`src/rtl/pipe_ctrl_pkg.sv`:
```
// Shared types and constants for the pipeline hazard controller.
// Provides the sequencer state enum, the bubble instruction and x0 index.
package pipe_ctrl_pkg;

  typedef enum logic {
    RUN   = 1'b0,
    DRAIN = 1'b1
  } ctrl_state_e;

  localparam logic [31:0] NOP_INST = 32'h0000_0013;
  localparam logic [4:0]  REG_X0   = 5'd0;

  // Per-register hold/bubble bundle, PC first.
  typedef struct packed {
    logic pc;
    logic ifid;
    logic idex;
    logic exmem;
    logic memwb;
  } stage_ctl_t;

endpackage

```
`src/rtl/pipe_hazard_ctrl_load_use.sv`:
```
// Load-use detector: an ID operand needs the result of a load sitting in EX.
// In: ID rs1/rs2 addr+used, EX load flag, EX rd. Out: load_use.
module pipe_load_use_det
  import pipe_ctrl_pkg::*;
(
  input  logic [4:0] id_rs1_addr,
  input  logic [4:0] id_rs2_addr,
  input  logic       id_rs1_used,
  input  logic       id_rs2_used,
  input  logic       ex_mem_read,
  input  logic [4:0] ex_rd_addr,
  output logic       load_use
);

  logic rs1_hit;
  logic rs2_hit;
  logic rd_live;

  assign rs1_hit = id_rs1_used
                 & (id_rs1_addr == ex_rd_addr);
  assign rs2_hit = id_rs2_used
                 & (id_rs2_addr == ex_rd_addr);

  // x0 never carries a produced value.
  assign rd_live = (ex_rd_addr != REG_X0);

  assign load_use = ex_mem_read
                  & rd_live
                  & (rs1_hit | rs2_hit);

endmodule

```
`src/rtl/pipe_hazard_ctrl.sv`:
```
// Stall/flush sequencer for the 5-stage pipeline (PC, IF/ID, ID/EX, EX/MEM, MEM/WB).
// In: fetch/MMU handshakes, ID operands, EX load/redirect. Out: *_stall, *_flush,
// mem_timeout, perf_*. Param WAIT_TO (0 = no watchdog), CNT_W. Macro PIPE_PERF_CNT_EN.
module pipe_hazard_ctrl
  import pipe_ctrl_pkg::*;
#(
  parameter int WAIT_TO = 1024,
  parameter int CNT_W   = 32
) (
  input  logic             clk,
  input  logic             rst,
  input  logic             if_valid,
  input  logic             mmu_inst_ready,
  input  logic             mem_valid,
  input  logic             mmu_data_ready,
  input  logic [4:0]       id_rs1_addr,
  input  logic [4:0]       id_rs2_addr,
  input  logic             id_rs1_used,
  input  logic             id_rs2_used,
  input  logic             ex_mem_read,
  input  logic [4:0]       ex_rd_addr,
  input  logic             ex_redirect,
  output logic             pc_stall,
  output logic             ifid_stall,
  output logic             idex_stall,
  output logic             exmem_stall,
  output logic             memwb_stall,
  output logic             ifid_flush,
  output logic             idex_flush,
  output logic             exmem_flush,
  output logic             memwb_flush,
  output logic             mem_timeout,
  output logic [CNT_W-1:0] perf_stall_cnt,
  output logic [CNT_W-1:0] perf_flush_cnt,
  output logic [CNT_W-1:0] perf_memw_cnt
);

  localparam int WC_W =
    (WAIT_TO > 1) ? $clog2(WAIT_TO) : 1;
  localparam int WC_LAST_I =
    (WAIT_TO > 0) ? WAIT_TO - 1 : 0;
  localparam logic [WC_W-1:0] WC_LAST =
    WC_W'(WC_LAST_I);
  localparam bit WD_EN = (WAIT_TO > 0);

  ctrl_state_e state_q;
  ctrl_state_e state_d;

  logic load_use;
  logic mem_wait;
  logic fetch_wait;
  logic in_drain;

  logic sel_mw;
  logic sel_rd;
  logic sel_lu;
  logic sel_dr;
  logic sel_fw;

  stage_ctl_t stall;
  stage_ctl_t flush;

  logic [WC_W-1:0] wait_cnt_q;
  logic            to_q;
  logic            to_hit;

  pipe_load_use_det u_lu (
    .id_rs1_addr (id_rs1_addr),
    .id_rs2_addr (id_rs2_addr),
    .id_rs1_used (id_rs1_used),
    .id_rs2_used (id_rs2_used),
    .ex_mem_read (ex_mem_read),
    .ex_rd_addr  (ex_rd_addr),
    .load_use    (load_use)
  );

  assign mem_wait   = mem_valid & ~mmu_data_ready;
  assign fetch_wait = if_valid & ~mmu_inst_ready;
  assign in_drain   = (state_q == DRAIN);

  // One-hot resolution of the fixed priority chain.
  assign sel_mw = mem_wait;
  assign sel_rd = ~mem_wait & ex_redirect;
  assign sel_lu = ~mem_wait & ~ex_redirect
                & load_use;
  assign sel_dr = ~mem_wait & ~ex_redirect
                & ~load_use & in_drain;
  assign sel_fw = ~mem_wait & ~ex_redirect
                & ~load_use & ~in_drain
                & fetch_wait;

  always_comb begin
    stall   = '0;
    flush   = '0;
    state_d = state_q;
    if (rst) begin
      flush = '1;
    end else begin
      unique case (1'b1)
        sel_mw: begin
          // Whole pipe frozen; redirect and
          // load-use get re-presented later.
          stall = '1;
        end
        sel_rd: begin
          flush.ifid = 1'b1;
          flush.idex = 1'b1;
          // Wrong-path fetch still in flight
          // must be drained before refetch.
          if (fetch_wait) begin
            state_d = DRAIN;
          end
        end
        sel_lu: begin
          stall.pc   = 1'b1;
          stall.ifid = 1'b1;
          flush.idex = 1'b1;
        end
        sel_dr: begin
          stall.pc   = 1'b1;
          flush.ifid = 1'b1;
          // Returning data is wrong-path.
          if (mmu_inst_ready) begin
            state_d = RUN;
          end
        end
        sel_fw: begin
          stall.pc   = 1'b1;
          flush.ifid = 1'b1;
        end
        default: begin
        end
      endcase
    end
  end

  assign pc_stall    = stall.pc;
  assign ifid_stall  = stall.ifid;
  assign idex_stall  = stall.idex;
  assign exmem_stall = stall.exmem;
  assign memwb_stall = stall.memwb;

  assign ifid_flush  = flush.ifid;
  assign idex_flush  = flush.idex;
  assign exmem_flush = flush.exmem;
  assign memwb_flush = flush.memwb;

  always_ff @(posedge clk) begin
    if (rst) begin
      state_q <= RUN;
    end else begin
      state_q <= state_d;
    end
  end

  // Watchdog: counts consecutive MEM-wait
  // cycles and parks at the last value.
  assign to_hit = WD_EN & mem_wait
                & (wait_cnt_q == WC_LAST);

  always_ff @(posedge clk) begin
    if (rst) begin
      wait_cnt_q <= '0;
      to_q       <= 1'b0;
    end else begin
      if (!mem_wait) begin
        wait_cnt_q <= '0;
      end else if (wait_cnt_q != WC_LAST) begin
        wait_cnt_q <= wait_cnt_q + 1'b1;
      end
      if (to_hit) begin
        to_q <= 1'b1;
      end
    end
  end

  // Visible in the hitting cycle, then sticky.
  assign mem_timeout = ~rst & (to_q | to_hit);

`ifdef PIPE_PERF_CNT_EN
  logic [CNT_W-1:0] stall_cnt_q;
  logic [CNT_W-1:0] flush_cnt_q;
  logic [CNT_W-1:0] memw_cnt_q;

  always_ff @(posedge clk) begin
    if (rst) begin
      stall_cnt_q <= '0;
      flush_cnt_q <= '0;
      memw_cnt_q  <= '0;
    end else begin
      if (stall.pc && (stall_cnt_q != '1)) begin
        stall_cnt_q <= stall_cnt_q + 1'b1;
      end
      if (sel_rd && (flush_cnt_q != '1)) begin
        flush_cnt_q <= flush_cnt_q + 1'b1;
      end
      if (mem_wait && (memw_cnt_q != '1)) begin
        memw_cnt_q <= memw_cnt_q + 1'b1;
      end
    end
  end

  assign perf_stall_cnt = stall_cnt_q;
  assign perf_flush_cnt = flush_cnt_q;
  assign perf_memw_cnt  = memw_cnt_q;
`else
  assign perf_stall_cnt = '0;
  assign perf_flush_cnt = '0;
  assign perf_memw_cnt  = '0;
`endif

endmodule

```
`config.mk`:
```
export PLATFORM = sky130hd
export DESIGN_NAME = pipe_hazard_ctrl
export DESIGN_NICKNAME = d
export VERILOG_FILES = /design/src/rtl/pipe_ctrl_pkg.sv /design/src/rtl/pipe_hazard_ctrl_load_use.sv /design/src/rtl/pipe_hazard_ctrl.sv
export SDC_FILE = /design/constraint.sdc
export NUM_CORES = 1
export LEC_CHECK = 0
export ABC_CLOCK_PERIOD_IN_PS = 4800
export BUFFER_PORTS_ARGS = -buffer_cell sky130_fd_sc_hd__buf_2
export CORE_MARGIN = 2
export CORE_UTILIZATION = 40
export CTS_BUF_LIST = sky130_fd_sc_hd__clkbuf_4
export CTS_CLUSTER_SIZE = 14
export DETAILED_ROUTE_END_ITERATION = 8
export PLACE_DENSITY = 0.89
export REMOVE_ABC_BUFFERS = 1
export SLEW_MARGIN = 20
export SYNTH_ARGS = -nofsm -noshare
export SYNTH_HDL_FRONTEND = slang
export SYNTH_SLANG_ARGS = --single-unit
```
`constraint.sdc`:
```
create_clock -name clk -period 4.8 [get_ports clk]
set_clock_uncertainty 0.15 [all_clocks]
set_input_delay 0.24 -clock clk [delete_from_list [all_inputs] [get_ports clk]]
set_output_delay 0.24 -clock clk [all_outputs]
set_load 0.05 [all_outputs]
```
==> summary.txt <==
Status -> finished clean
Routed length per instance -> 7.83 um
Synthesis warning total -> 0
CTS tree -> done
RSZ-0062 raised after global routing -> false
CTS Hold Buffers Added -> 0
Vias per cell -> 3.70
R2r startpoint -> wait_cnt_q[0]$_SDFFE_PN0P_
Total grt overflow -> 0
CTS HTree Levels -> 1
CP max FO -> 7
Largest net degree at the start of global routing -> 14
#FFs+latches synth -> 12
Finished layout cell area -> 1330 um2
Fin crit share -> 46.5%
DRC -> 0
CP startpoint kind -> flip-flop
Worst reg2reg path depth -> 6
Die height -> 64.8 um
GRT Overall Usage -> 9.43%
First-pass GRT wire length -> 3220 um
Antenna violations before repair -> 0
Hold depth -> 2
WP data arrival -> 1840 ps
CP required -> 4410 ps
Starting Density -> 41.0%
DR iter-0 viols -> 19
Most common cell after layout, fill and taps aside -> conb_1
Critical Path Start -> wait_cnt_q[0]$_SDFFE_PN0P_
Syn Std Cell Area -> 1480 um2
Number of synthesized flops with an enable pin -> 0
Synth unique cells -> 34
Clk slew on worst S/H paths -> 70 ps
Leakage -> 0.698 nW
Filler cells -> 389
ANT nets after route -> 0
Fin crit period -> 2230 ps
Mean post-synth cell area -> 7.78 um2
Power per Cell Area -> 287 nW/um2
Post-cts gate resize count -> 0
Post-Synthesis Cells -> 190
Final net count -> 248
Placed cell areas -> 1300 um2
Vias in the first global route -> 746
Kind of critical path -> flip-flop to output port
Share of cells above drive strength 1 -> 18.1%
Core Region -> 3610 um2
First-pass iteration count of the detailed router -> 4
Die Wd -> 64.8 um
CP max stage delay -> 370 ps
Sequential area share after synthesis -> 16.2%
Multi-input gate area -> 818 um2
IO Pins -> 131
Clock Latency Late Sink -> 290 ps
Setup Fix Bufs, Post-CTS -> 0
Gp weighted congestion -> 0.783
Layout Area Growth over Synthesis -> -10.3%
HPWL after DPL -> 1820 um
FMAX -> 448 MHz
Max Cap Violations -> 0
Final Hold Viols -> 0
Maximum resistive drop on vdd -> 160 uV
Critical path's slowest cell -> dfxtp_1
Detailed-route via count -> 995
# setup viols final -> 0
Critical Path End Type -> output port
Most frequent cells in the layout -> conb_1 (96), buf_2 (34), xnor2_1 (12), dfxtp_1 (12)
Std cell rows -> 22
CTS buffer count -> 3
Hold_sp -> rst
IO buf count -> 34
Die area -> 4200 um2
Antenna fix cells -> 0
CTS root buffer -> clkbuf_4
Final WL -> 2110 um
Clock Path Buffers -> 2
Crit-path cells -> ha_1, and4_4, and3_4, a21oi_1, nor2_1, buf_2
Synth async-reset ratio -> 0%
Min-Delay Path Class -> primary input to flip-flop
Primary FF master, synth -> dfxtp_1
Setup_tns -> 0 ps
Max-slew violations -> 0
Reg area -> 240 um2
Clock sink count -> 12
## Yosys cell counts, types with 3 or more instances
| library cell | count | area, um2 |
|---|---|---|
| inv_1 | 3 | 11.3 |
| a21oi_1 | 7 | 35.0 |
| a31oi_1 | 3 | 18.8 |
| dfxtp_1 | 12 | 240 |
| xnor2_1 | 12 | 105 |
| nand3_1 | 3 | 15.0 |
| nand2_1 | 9 | 33.8 |
| buf_4 | 100 | 751 |
| nor2_1 | 9 | 33.8 |
| nand4_1 | 3 | 18.8 |
## where the power goes
| group | switching (W) | internal [W] |
|---|---|---|
| sequential | 0.000000580 | 0.000100 |
| combinational | 0.000194 | 0.0000195 |
| clock | 0.0000359 | 0.0000303 |
| total | 0.000231 | 0.000150 |
## worst max-delay path: cells and delay by family, from the launching register on
| family | cells | cell delay [ps] |
|---|---|---|
| fa+ha+maj | 1 | 230 |
| simple gates | 3 | 600 |
| flops | 1 | 370 |
| compound gates | 1 | 90 |
| buf+inv | 1 | 270 |
## cell families after synthesis
logic type | Yosys count | share of synthesized area (%)
flip-flops | 12 | 16.2
buffers and inverters | 105 | 52.5
AO/OA/AOI/OAI | 20 | 8.55
XOR/XNOR | 14 | 8.29
AND/OR/NAND/NOR | 37 | 13.3
adder cells (fa/ha/maj) | 1 | 0.846
other | 1 | 0.254
## worst paths after layout
kind	endpoint	slack, ps
hold reg to reg	to_q$_SDFFE_PP0P_	310
setup / recovery	mem_timeout	2570
hold / removal	in_drain$_SDFFE_PP0P_	60
setup reg to reg	wait_cnt_q[3]$_SDFFE_PN0P_	3040
## sequential cells by signal, indices dropped and copies added (netlist names)
register / flops
in_drain: 1
wait_cnt_q: 10
to_q: 1
## metrics by stage
step                std cells  setup WS [ps]  hold slack [ps]  total power (W)  util (%)
floorplan                 183           2570              162         0.000293         -
global route              269           2450             83.1         0.000394      36.8
detailed placement        265           2790              293         0.000315      36.1
CTS                       269           2570             68.3         0.000379      36.8
global placement          265           2800              288         0.000315      36.1
finish                    269           2570             60.2         0.000381      36.8
## final cells by class
| class | count | share of cell area (%) |
|---|---|---|
| clock inverter | 1 | 0.283 |
| inverter | 3 | 0.849 |
| sequential | 12 | 18.1 |
| timing repair buffer | 34 | 12.8 |
| clock buffer | 3 | 1.70 |
| multi-input combinational | 168 | 61.7 |
| tap | 48 | 4.53 |
## routing by layer
layer | GRT usage (%) | wire (um)
met2 | 17.7 | 1130
met4 | 4.79 | 40
met3 | 1.04 | 202
met1 | 10.3 | 735
met5 | 0 | 0
No activity file was read; power rests on OpenSTA's default activity.
